File: config.mk
export PLATFORM = sky130hd
export DESIGN_NAME = ref_mem_rd_ctrl_flat
export DESIGN_NICKNAME = d
export VERILOG_FILES = /design/src/rtl/ref_mem_pkg.sv /design/src/rtl/ref_mem_rd_ctrl_if.sv /design/src/rtl/ref_mem_rd_ctrl_tag_pipe.sv /design/src/rtl/ref_mem_rd_ctrl.sv /design/src/flat_wrapper.sv
export SDC_FILE = /design/constraint.sdc
export NUM_CORES = 1
export LEC_CHECK = 0
export ABC_CLOCK_PERIOD_IN_PS = 1850
export CAP_MARGIN = 20
export CORE_ASPECT_RATIO = 1.5
export CORE_MARGIN = 5
export CORE_UTILIZATION = 45
export DETAILED_ROUTE_END_ITERATION = 6
export GPL_ROUTABILITY_DRIVEN = 0
export GPL_TIMING_DRIVEN = 0
export PLACE_DENSITY = 0.73
export SLEW_MARGIN = 10
export SYNTH_ARGS = -nofsm -noshare
export SYNTH_HDL_FRONTEND = slang
export SYNTH_HIERARCHICAL = 1
export SYNTH_SLANG_ARGS = --single-unit
File: constraint.sdc
create_clock -name clk -period 1.85 [get_ports clk]
set_clock_uncertainty 0.05 [all_clocks]
set_input_delay 0.37 -clock clk [delete_from_list [all_inputs] [get_ports clk]]
set_output_delay 0.37 -clock clk [all_outputs]
set_load 0.05 [all_outputs]
File: src/rtl/ref_mem_pkg.sv
// Shared definitions for the motion-estimation reference memory (fill and read sides).
package ref_mem_pkg;

    localparam int NUM_BANKS       = 32;
    localparam int BANKS_PER_GROUP = 4;
    localparam int ROWS_PER_BANK   = 96;
    localparam int REF_ADDR_W      = 7;
    localparam int NUM_SUB_AREAS   = 8;
    localparam int SUB_W           = $clog2(NUM_SUB_AREAS);
    localparam int ROW_SEL_W       = 3;

    typedef enum logic [2:0] {
        IDLE,
        READ,
        GAP,
        DRAIN,
        DONE
    } rd_state_e;

    typedef struct packed {
        logic                 valid;
        logic [SUB_W-1:0]     sub;
        logic [ROW_SEL_W-1:0] row_sel;
        logic                 first8;
    } rd_tag_t;

endpackage

File: src/rtl/ref_mem_rd_ctrl_if.sv
// Read-controller bus: start/stall in, bank reads and latency-aligned data tags out.
interface ref_mem_rd_ctrl_if
    import ref_mem_pkg::*;
#(
    parameter int ADDR_W = REF_ADDR_W,
    parameter int BANK_W = NUM_BANKS
);

    logic                 start;
    logic                 stall;
    logic [BANK_W-1:0]    rd_bank_en;
    logic [ADDR_W-1:0]    rd_addr;
    logic                 out_valid;
    logic [SUB_W-1:0]     out_sub_area;
    logic [ROW_SEL_W-1:0] out_row_sel;
    logic                 out_first8;
    logic                 busy;
    logic                 done;

    modport master (
        input  start, stall,
        output rd_bank_en, rd_addr, out_valid, out_sub_area, out_row_sel, out_first8, busy, done
    );

    modport slave (
        output start, stall,
        input  rd_bank_en, rd_addr, out_valid, out_sub_area, out_row_sel, out_first8, busy, done
    );

endinterface

File: src/rtl/ref_mem_rd_ctrl_tag_pipe.sv
// RD_LAT-deep delay line aligning read tags with data returned by the reference memory.
module ref_rd_tag_pipe
    import ref_mem_pkg::*;
#(
    parameter int RD_LAT = 1
) (
    input  logic    clk,
    input  logic    rst_n,
    input  rd_tag_t tag_in,
    output rd_tag_t tag_out
);

    localparam int TAG_W  = $bits(rd_tag_t);
    localparam int PIPE_W = RD_LAT * TAG_W;

    logic [PIPE_W-1:0] pipe;

    // Flat vector shifted by one tag per cycle; oldest tag sits in the top slice.
    always_ff @(posedge clk or negedge rst_n) begin
        if (!rst_n) begin
            pipe <= '0;
        end else begin
            pipe <= (pipe << TAG_W) | PIPE_W'(tag_in);
        end
    end

    assign tag_out = rd_tag_t'(pipe[PIPE_W-1 -: TAG_W]);

endmodule

File: src/rtl/ref_mem_rd_ctrl.sv
// Reference-memory read controller: scans 8 sub-areas x 96 rows, one row per cycle,
// with a one-cycle gap between bank groups and latency-aligned data tags.
module ref_mem_rd_ctrl
    import ref_mem_pkg::*;
#(
    parameter int NUM_GROUPS      = ref_mem_pkg::NUM_SUB_AREAS,
    parameter int BANKS_PER_GROUP = ref_mem_pkg::BANKS_PER_GROUP,
    parameter int ROWS            = ref_mem_pkg::ROWS_PER_BANK,
    parameter int ADDR_W          = ref_mem_pkg::REF_ADDR_W,
    parameter int RD_LAT          = 1
) (
    input  logic               clk,
    input  logic               rst_n,
    ref_mem_rd_ctrl_if.master  bus
);

    localparam int BANK_W = NUM_GROUPS * BANKS_PER_GROUP;
    localparam int LAT_W  = (RD_LAT > 1) ? $clog2(RD_LAT) : 1;
    localparam logic [BANK_W-1:0] GROUP0 =
        {{(BANK_W-BANKS_PER_GROUP){1'b0}}, {BANKS_PER_GROUP{1'b1}}};

    rd_state_e         state, state_n;
    logic [ADDR_W-1:0] row, row_n;
    logic [SUB_W-1:0]  sub, sub_n;
    logic [LAT_W-1:0]  lat, lat_n;

    logic [BANK_W-1:0] en_q, en_n;
    logic [ADDR_W-1:0] addr_q, addr_n;
    logic              busy_q, done_q;
    logic              issue;
    rd_tag_t           tag_q, tag_n, tag_out;

    always_ff @(posedge clk or negedge rst_n) begin
        if (!rst_n) begin
            state <= IDLE;
            row   <= '0;
            sub   <= '0;
            lat   <= '0;
        end else begin
            state <= state_n;
            row   <= row_n;
            sub   <= sub_n;
            lat   <= lat_n;
        end
    end

    always_comb begin
        state_n = state;
        row_n   = row;
        sub_n   = sub;
        lat_n   = lat;
        en_n    = '0;
        addr_n  = addr_q;
        issue   = 1'b0;
        unique case (state)
            IDLE: begin
                if (bus.start) begin
                    state_n = READ;
                    row_n   = '0;
                    sub_n   = '0;
                end
            end
            READ: begin
                // Address tracks the pending row even when stalled, so it holds during a stall.
                addr_n = row;
                if (!bus.stall) begin
                    issue = 1'b1;
                    en_n  = GROUP0 << (int'(sub) * BANKS_PER_GROUP);
                    if (row == ADDR_W'(ROWS - 1)) begin
                        row_n = '0;
                        if (sub == SUB_W'(NUM_GROUPS - 1)) begin
                            state_n = DRAIN;
                            lat_n   = '0;
                        end else begin
                            sub_n   = sub + SUB_W'(1);
                            state_n = GAP;
                        end
                    end else begin
                        row_n = row + ADDR_W'(1);
                    end
                end
            end
            GAP: begin
                state_n = READ;
            end
            DRAIN: begin
                if (lat == LAT_W'(RD_LAT - 1)) begin
                    state_n = DONE;
                end else begin
                    lat_n = lat + LAT_W'(1);
                end
            end
            DONE: begin
                state_n = IDLE;
            end
            default: begin
                state_n = IDLE;
            end
        endcase

        tag_n = '0;
        if (issue) begin
            tag_n.valid   = 1'b1;
            tag_n.sub     = sub;
            tag_n.row_sel = row[ROW_SEL_W-1:0];
            tag_n.first8  = (row < ADDR_W'(8));
        end
    end

    always_ff @(posedge clk or negedge rst_n) begin
        if (!rst_n) begin
            en_q   <= '0;
            addr_q <= '0;
            tag_q  <= '0;
            busy_q <= 1'b0;
            done_q <= 1'b0;
        end else begin
            en_q   <= en_n;
            addr_q <= addr_n;
            tag_q  <= tag_n;
            busy_q <= (state != IDLE);
            done_q <= (state == DONE);
        end
    end

    // tag_q is aligned with the registered read; the pipe adds the memory latency.
    ref_rd_tag_pipe #(
        .RD_LAT (RD_LAT)
    ) u_tag_pipe (
        .clk     (clk),
        .rst_n   (rst_n),
        .tag_in  (tag_q),
        .tag_out (tag_out)
    );

    assign bus.rd_bank_en   = en_q;
    assign bus.rd_addr      = addr_q;
    assign bus.out_valid    = tag_out.valid;
    assign bus.out_sub_area = tag_out.sub;
    assign bus.out_row_sel  = tag_out.row_sel;
    assign bus.out_first8   = tag_out.first8;
    assign bus.busy         = busy_q;
    assign bus.done         = done_q;

endmodule

File: src/flat_wrapper.sv
// flat-port wrapper written by rule: the top's interface ports become plain ports
module ref_mem_rd_ctrl_flat import ref_mem_pkg::*;
#(
    parameter int NUM_GROUPS      = ref_mem_pkg::NUM_SUB_AREAS,
    parameter int BANKS_PER_GROUP = ref_mem_pkg::BANKS_PER_GROUP,
    parameter int ROWS            = ref_mem_pkg::ROWS_PER_BANK,
    parameter int ADDR_W          = ref_mem_pkg::REF_ADDR_W,
    parameter int RD_LAT          = 1
)
  (clk, rst_n, bus_start, bus_stall, bus_rd_bank_en, bus_rd_addr, bus_out_valid, bus_out_sub_area, bus_out_row_sel, bus_out_first8, bus_busy, bus_done);
  ref_mem_rd_ctrl_if #(.ADDR_W(ADDR_W), .BANK_W(32)) bus_i ();
  input  logic clk;
  input  logic rst_n;
  input wire logic [$bits(bus_i.start)-1:0] bus_start;
  input wire logic [$bits(bus_i.stall)-1:0] bus_stall;
  output wire logic [$bits(bus_i.rd_bank_en)-1:0] bus_rd_bank_en;
  output wire logic [$bits(bus_i.rd_addr)-1:0] bus_rd_addr;
  output wire logic [$bits(bus_i.out_valid)-1:0] bus_out_valid;
  output wire logic [$bits(bus_i.out_sub_area)-1:0] bus_out_sub_area;
  output wire logic [$bits(bus_i.out_row_sel)-1:0] bus_out_row_sel;
  output wire logic [$bits(bus_i.out_first8)-1:0] bus_out_first8;
  output wire logic [$bits(bus_i.busy)-1:0] bus_busy;
  output wire logic [$bits(bus_i.done)-1:0] bus_done;
  assign bus_i.start = bus_start;
  assign bus_i.stall = bus_stall;
  assign bus_rd_bank_en = bus_i.rd_bank_en;
  assign bus_rd_addr = bus_i.rd_addr;
  assign bus_out_valid = bus_i.out_valid;
  assign bus_out_sub_area = bus_i.out_sub_area;
  assign bus_out_row_sel = bus_i.out_row_sel;
  assign bus_out_first8 = bus_i.out_first8;
  assign bus_busy = bus_i.busy;
  assign bus_done = bus_i.done;
  ref_mem_rd_ctrl #(.NUM_GROUPS(NUM_GROUPS), .BANKS_PER_GROUP(BANKS_PER_GROUP), .ROWS(ROWS), .ADDR_W(ADDR_W), .RD_LAT(RD_LAT)) u_core (.clk(clk), .rst_n(rst_n), .bus(bus_i));
endmodule
# Word-level counts from Yosys, hierarchy flattened
# Cells that the tools add are included.
# word_totals
ff_bits	71
wordCells	63
output_inout_bits	49
in_bits	4
# op_classes
addsub	3
n_eq_ne	12
shifts	1
muxes	25
magnitude_cmp	1
reduce_logical	8
# op_table
op	count
$mux W32	2
$shl A4 B5 Y32 const A	1
$mux W3	8
$mux W7	3
$pmux W7 S2	1
$pmux W3 S4	1
$mux W8	1
$ne A2 B2 Y1 const B	4
$reduce_and A4 Y1	2
$add A7 B1 Y7 const B	1
$eq A7 B7 Y1 const B	1
$lt A7 B4 Y1 const B	1
$mux W1	7
$eq A3 B2 Y1 const B	2
$eq A3 B3 Y1 const B	2
$pmux W3 S2	1
$reduce_and A5 Y1	1
$ne A2 B1 Y1 const B	2
$reduce_bool A2 Y1	2
$add A3 B1 Y3 const B	1
$eq A3 B1 Y1 const B	1
$logic_not A3 Y1	1
$reduce_and A3 Y1	1
$reduce_bool A3 Y1	1
2 further kinds	2

# Depth between registers and ports, before layout
# logic_depth
depth_word	5
mapped_depth	7
ltp_nobuf	6

# Modules after synthesis
# The synthesis kept the hierarchy.
# by_module_without_submodules
mod	cells_per_inst	seq_area_each_um2	area_per_inst_um2	n_inst
ref_mem_rd_ctrl	175	950.9	1848.0	1
ref_rd_tag_pipe	8	200.2	200.2	1

# Worst setup path before layout
# Ideal clock, no wire load.
# synth_timing
path_type	reg2reg
start	register u_core.row[0]
end	register u_core.sub[0]
path_stages_with_launch	6
required_time_ns	1.679
path_slack_ns	0.249
setup_ns	0.121
t_arrival_ns	1.430
n_path_buf	0
synth_period_minus_slack_ns	1.601
cell_sequence	dfrtp_1 -> ha_1 -> and4_1 -> a31oi_2 -> or2_4 -> a22o_1
# synth_via
elab_chain_len	3
# synth_lines
item	line	text
start, declared	ref_mem_rd_ctrl.sv:23	logic [ADDR_W-1:0] row, row_n;
start signal, assigned	ref_mem_rd_ctrl.sv:41	row <= row_n;
$eq A7 B7 Y1	ref_mem_rd_ctrl.sv:69	if (row == ADDR_W'(ROWS - 1)) begin
$ne A2 B1 Y1 (no line)	-	
$reduce_and A5 Y1 (no line)	-	
end signal, assigned	ref_mem_rd_ctrl.sv:42	sub <= sub_n;
end, declared	ref_mem_rd_ctrl.sv:24	logic [SUB_W-1:0] sub, sub_n;
# No other way between the ends.
# A chain may end at the register's enable or synchronous reset.

# Worst setup path in the final report
# layout_timing
start	input bus_stall
end	register u_core.row[5]
# layout_via
elab_chain_len	2
# layout_lines
item	line	text
start, declared	flat_wrapper.sv:15	input wire logic [$bits(bus_i.stall)-1:0] bus_stall;
$ne A2 B2 Y1 (no line)	-	
$reduce_and A3 Y1 (no line)	-	
# No other way between the ends.

==> flow_summary.json <==
{
  "hold_path_startpoint": "u_core/tag_q[2]",
  "hold_viol": 0,
  "clock_latency_ps": 290,
  "synth_top_area_share": 0.562,
  "antenna_found_initial": 0,
  "final_core_util": 0.619,
  "r2r_setup_slack_ps": 110,
  "fin_setup_tns_ps": 0,
  "powerDensity_nw_per_um2": 1020,
  "pwr-share-seq": 0.435,
  "min_path_cells": 0,
  "grt_pass1_vias": 1410,
  "dpl-instance-area_um2": 2640,
  "ctsHtreeMaxLevel": 2,
  "slew-limit-headroom": 0.662,
  "synth.avg_cell_area_um2": 11.2,
  "worst-r2r-cell-count": 6,
  "reg2reg_from": "u_core/sub[0]",
  "clockBufferDepth": 2,
  "yosys_register_bits": 46,
  "grt_max_degree": 28,
  "max-vdd-ir-drop_v": 0.000675,
  "dr.pass1.iters": 4,
  "cts_root_buf": "clkbuf_8",
  "syn_inst": 183,
  "rsz0062_at_grt": "false",
  "pre_cts_slack_ps": -202,
  "num_io_pins": 53,
  "num_vias": 1429,
  "drt_wl_total_mm": 3.72,
  "netSwitchingPower_uw": 886,
  "status": "completed",
  "design_area_um2": 2760,
  "rows": 30,
  "clkSlewWorstSetupHoldPaths_ps": 80,
  "grt_overflow": 0,
  "cts_tree": "built",
  "synthDistinctLibCells": 37,
  "areaGrowthSynthToFinish_pct": 34.9,
  "worst_pin_slew_ps": 507,
  "io_buffers": 52,
  "die_area_um2": 6030,
  "nFillCells": 404,
  "final_nets": 255,
  "synth-async-reset-ratio": 1.00,
  "grt_first_pass_wirelength_mm": 6.47,
  "crit_required_ps": 1970,
  "setup_slack_ps": 97.4,
  "multi_input_area_um2": 614,
  "slew_violations": 0,
  "netlist.top_cell.by_area": "dfrtp_1",
  "synth.net_count": 194,
  "fp.coreArea_um2": 4470,
  "initial_core_util": 0.459,
  "drv_cap": 0,
  "slowest_stage": "clkdlybuf4s50_1",
  "hold_class": "reg -> reg",
  "gr-usage-all-layers": 0.136,
  "drc": 0,
  "netlist_top_cells_area": "dfrtp_1 56%, buf_4 9.5%, nand2_1 4.8%, ha_1 4.3%, nor2_1 2.6%",
  "finalCriticalPeriod_ps": 1750,
  "path_cells": "clkdlybuf4s50_1, nand2b_1, a211o_1, buf_4, o21ai_0, o41ai_2",
  "holdPathEnd": "u_core/u_tag_pipe/tag_out[2]",
  "power_uw": 2830,
  "regArea_um2": 1150,
  "wl_per_cell_um": 12.7,
  "clkPwrFrac": 0.316,
  "finalCritPeriodShare": 0.947,
  "ant_nets": 0,
  "cts.sinks": 46,
  "start_kind": "primary input",
  "intPower_uw": 1950,
  "setup_violations": 0,
  "timing.fmax_ghz": 0.571,
  "ys_warn_count": 6,
  "netlist_area_um2": 2050,
  "worstSetupPathType": "in -> reg",
  "insertedDiodeCount": 0,
  "switching_share": 0.313,
  "drive_gt1_frac": 0.253,
  "numCtsBuffers": 5,
  "die_w_um": 65.1,
  "path_max_fanout": 10,
  "synth-edff-count": 0,
  "p_leak_uw": 0.00162,
  "synth_ff_type": "dfrtp_1",
  "worstSetupEndpointType": "register",
  "drt-vias-per-instance": 4.88,
  "p_comb_frac": 0.249,
  "yosysSeqAreaShare": 0.562,
  "initialDrtViolationCount": 24,
  "dp_hpwl_mm": 2.74,
  "cp.arrival_ps": 1870,
  "die_h_um": 92.6,
  "rr_endpoint": "u_core/sub[0]",
  "critPathMaxStageDelay_ps": 460
}
[sequential cells by signal, indices dropped and copies added (netlist names)]
register                   count
u_core/bus.rd_addr             7
u_core/tag_q                   8
u_core/bus.rd_bank_en          8
u_core/bus.busy                1
u_core/sub                     3
u_core/row                     7
u_core/state                   3
u_core/u_tag_pipe/tag_out      8
u_core/bus.done                1
[cell usage after synthesis (all sizes together) (2+ instances only)]
library cell	n
dfrtp	46
nand2	27
and2	4
a31oi	3
nor2	14
o21ai	8
nand3	4
ha	7
or3	2
inv	5
and3	8
o31ai	2
nor3b	3
buf	33
nand2b	2
a22o	3
[layout make-up]
class                           count  area share
Inverter                            5     0.00860
Clock buffer                        6      0.0299
Tap cell                           48      0.0217
Multi-Input combinational cell     99       0.222
Clock inverter                      2      0.0217
Buffer                             33      0.0955
Sequential cell                    46       0.417
Timing Repair Buffer               54       0.183
[cells by family after synthesis]
kind of cell    count (synthesis)  synth area share
fa+ha+maj                       7            0.0428
compound gates                 21            0.0764
simple gates                   71             0.178
flops                          46             0.562
buf+inv                        38             0.140
[worst max-delay path by stage]
stage | start | end | slack, ps | depth (start not counted)
final | bus_stall | u_core/row[5] | 100 | 6
after global routing | u_core/sub[0] | u_core/sub[0] | 10 | 6
after CTS | u_core/bus.busy | bus_busy | 2 | 1
after detailed placement | bus_stall | u_core/row[5] | -200 | 6
after global placement | rst_n | u_core/u_tag_pipe/tag_out[5] | -860 | 1
after floorplan | u_core/row[0] | u_core/sub[0] | 250 | 5
[power by group through the flow]
stage | sequential [µW] | combinational, µW | clock [µW]
after floorplan | 1480 | 273 | 0
after global placement | 1250 | 737 | 0
after detailed placement | 1250 | 749 | 0
after CTS | 1230 | 711 | 918
after global routing | 1250 | 760 | 960
final | 1230 | 705 | 895
[cells in the final DEF (no fill, tap or decap), types with 2 or more instances in the layout]
cell / instances
bufinv_16: 2
dlymetal6s2s_1: 6
nor3b_1: 3
clkbuf_8: 6
and3_1: 3
buf_6: 3
ha_1: 6
inv_1: 4
and2_2: 4
o21ai_0: 6
a22o_1: 3
dfrtp_1: 45
nand2b_1: 2
dlygate4sd2_1: 43
a31oi_1: 2
nand3_1: 4
nand2_1: 26
buf_2: 4
clkdlybuf4s50_1: 2
o31ai_1: 2
o21ai_1: 2
buf_4: 26
buf_12: 2
and3_2: 5
nor2_1: 13
[worst max-delay path, delay by kind of cell]
kind	cells	cell delay (ps)
buffers and inverters	2	650
AO/OA/AOI/OAI	3	660
AND/OR/NAND/NOR	1	200
[layer usage]
layer  global-route usage  routed length (µm)
met3               0.0328                 275
met4               0.0675                  99
met2                0.222                1880
met5                    0                   0
met1                0.166                1460
[what timing repair did]
action                                  in CTS  in global routing
hold endpoints to repair                    19                  0
gates resized for setup                     43                  9
setup buffers                                0                  0
endpoints found under the setup margin      43                 10
hold buffers                                 1                  0
pin swaps                                    0                  0
[through the flow]
stage | std cells | hold slack [ps]
after floorplan | 183 | 24.4
after global placement | 283 | 281
after detailed placement | 284 | 285
after CTS | 293 | 303
after global routing | 293 | 309
final | 293 | 302
No activity file was read; power rests on OpenSTA's default activity.
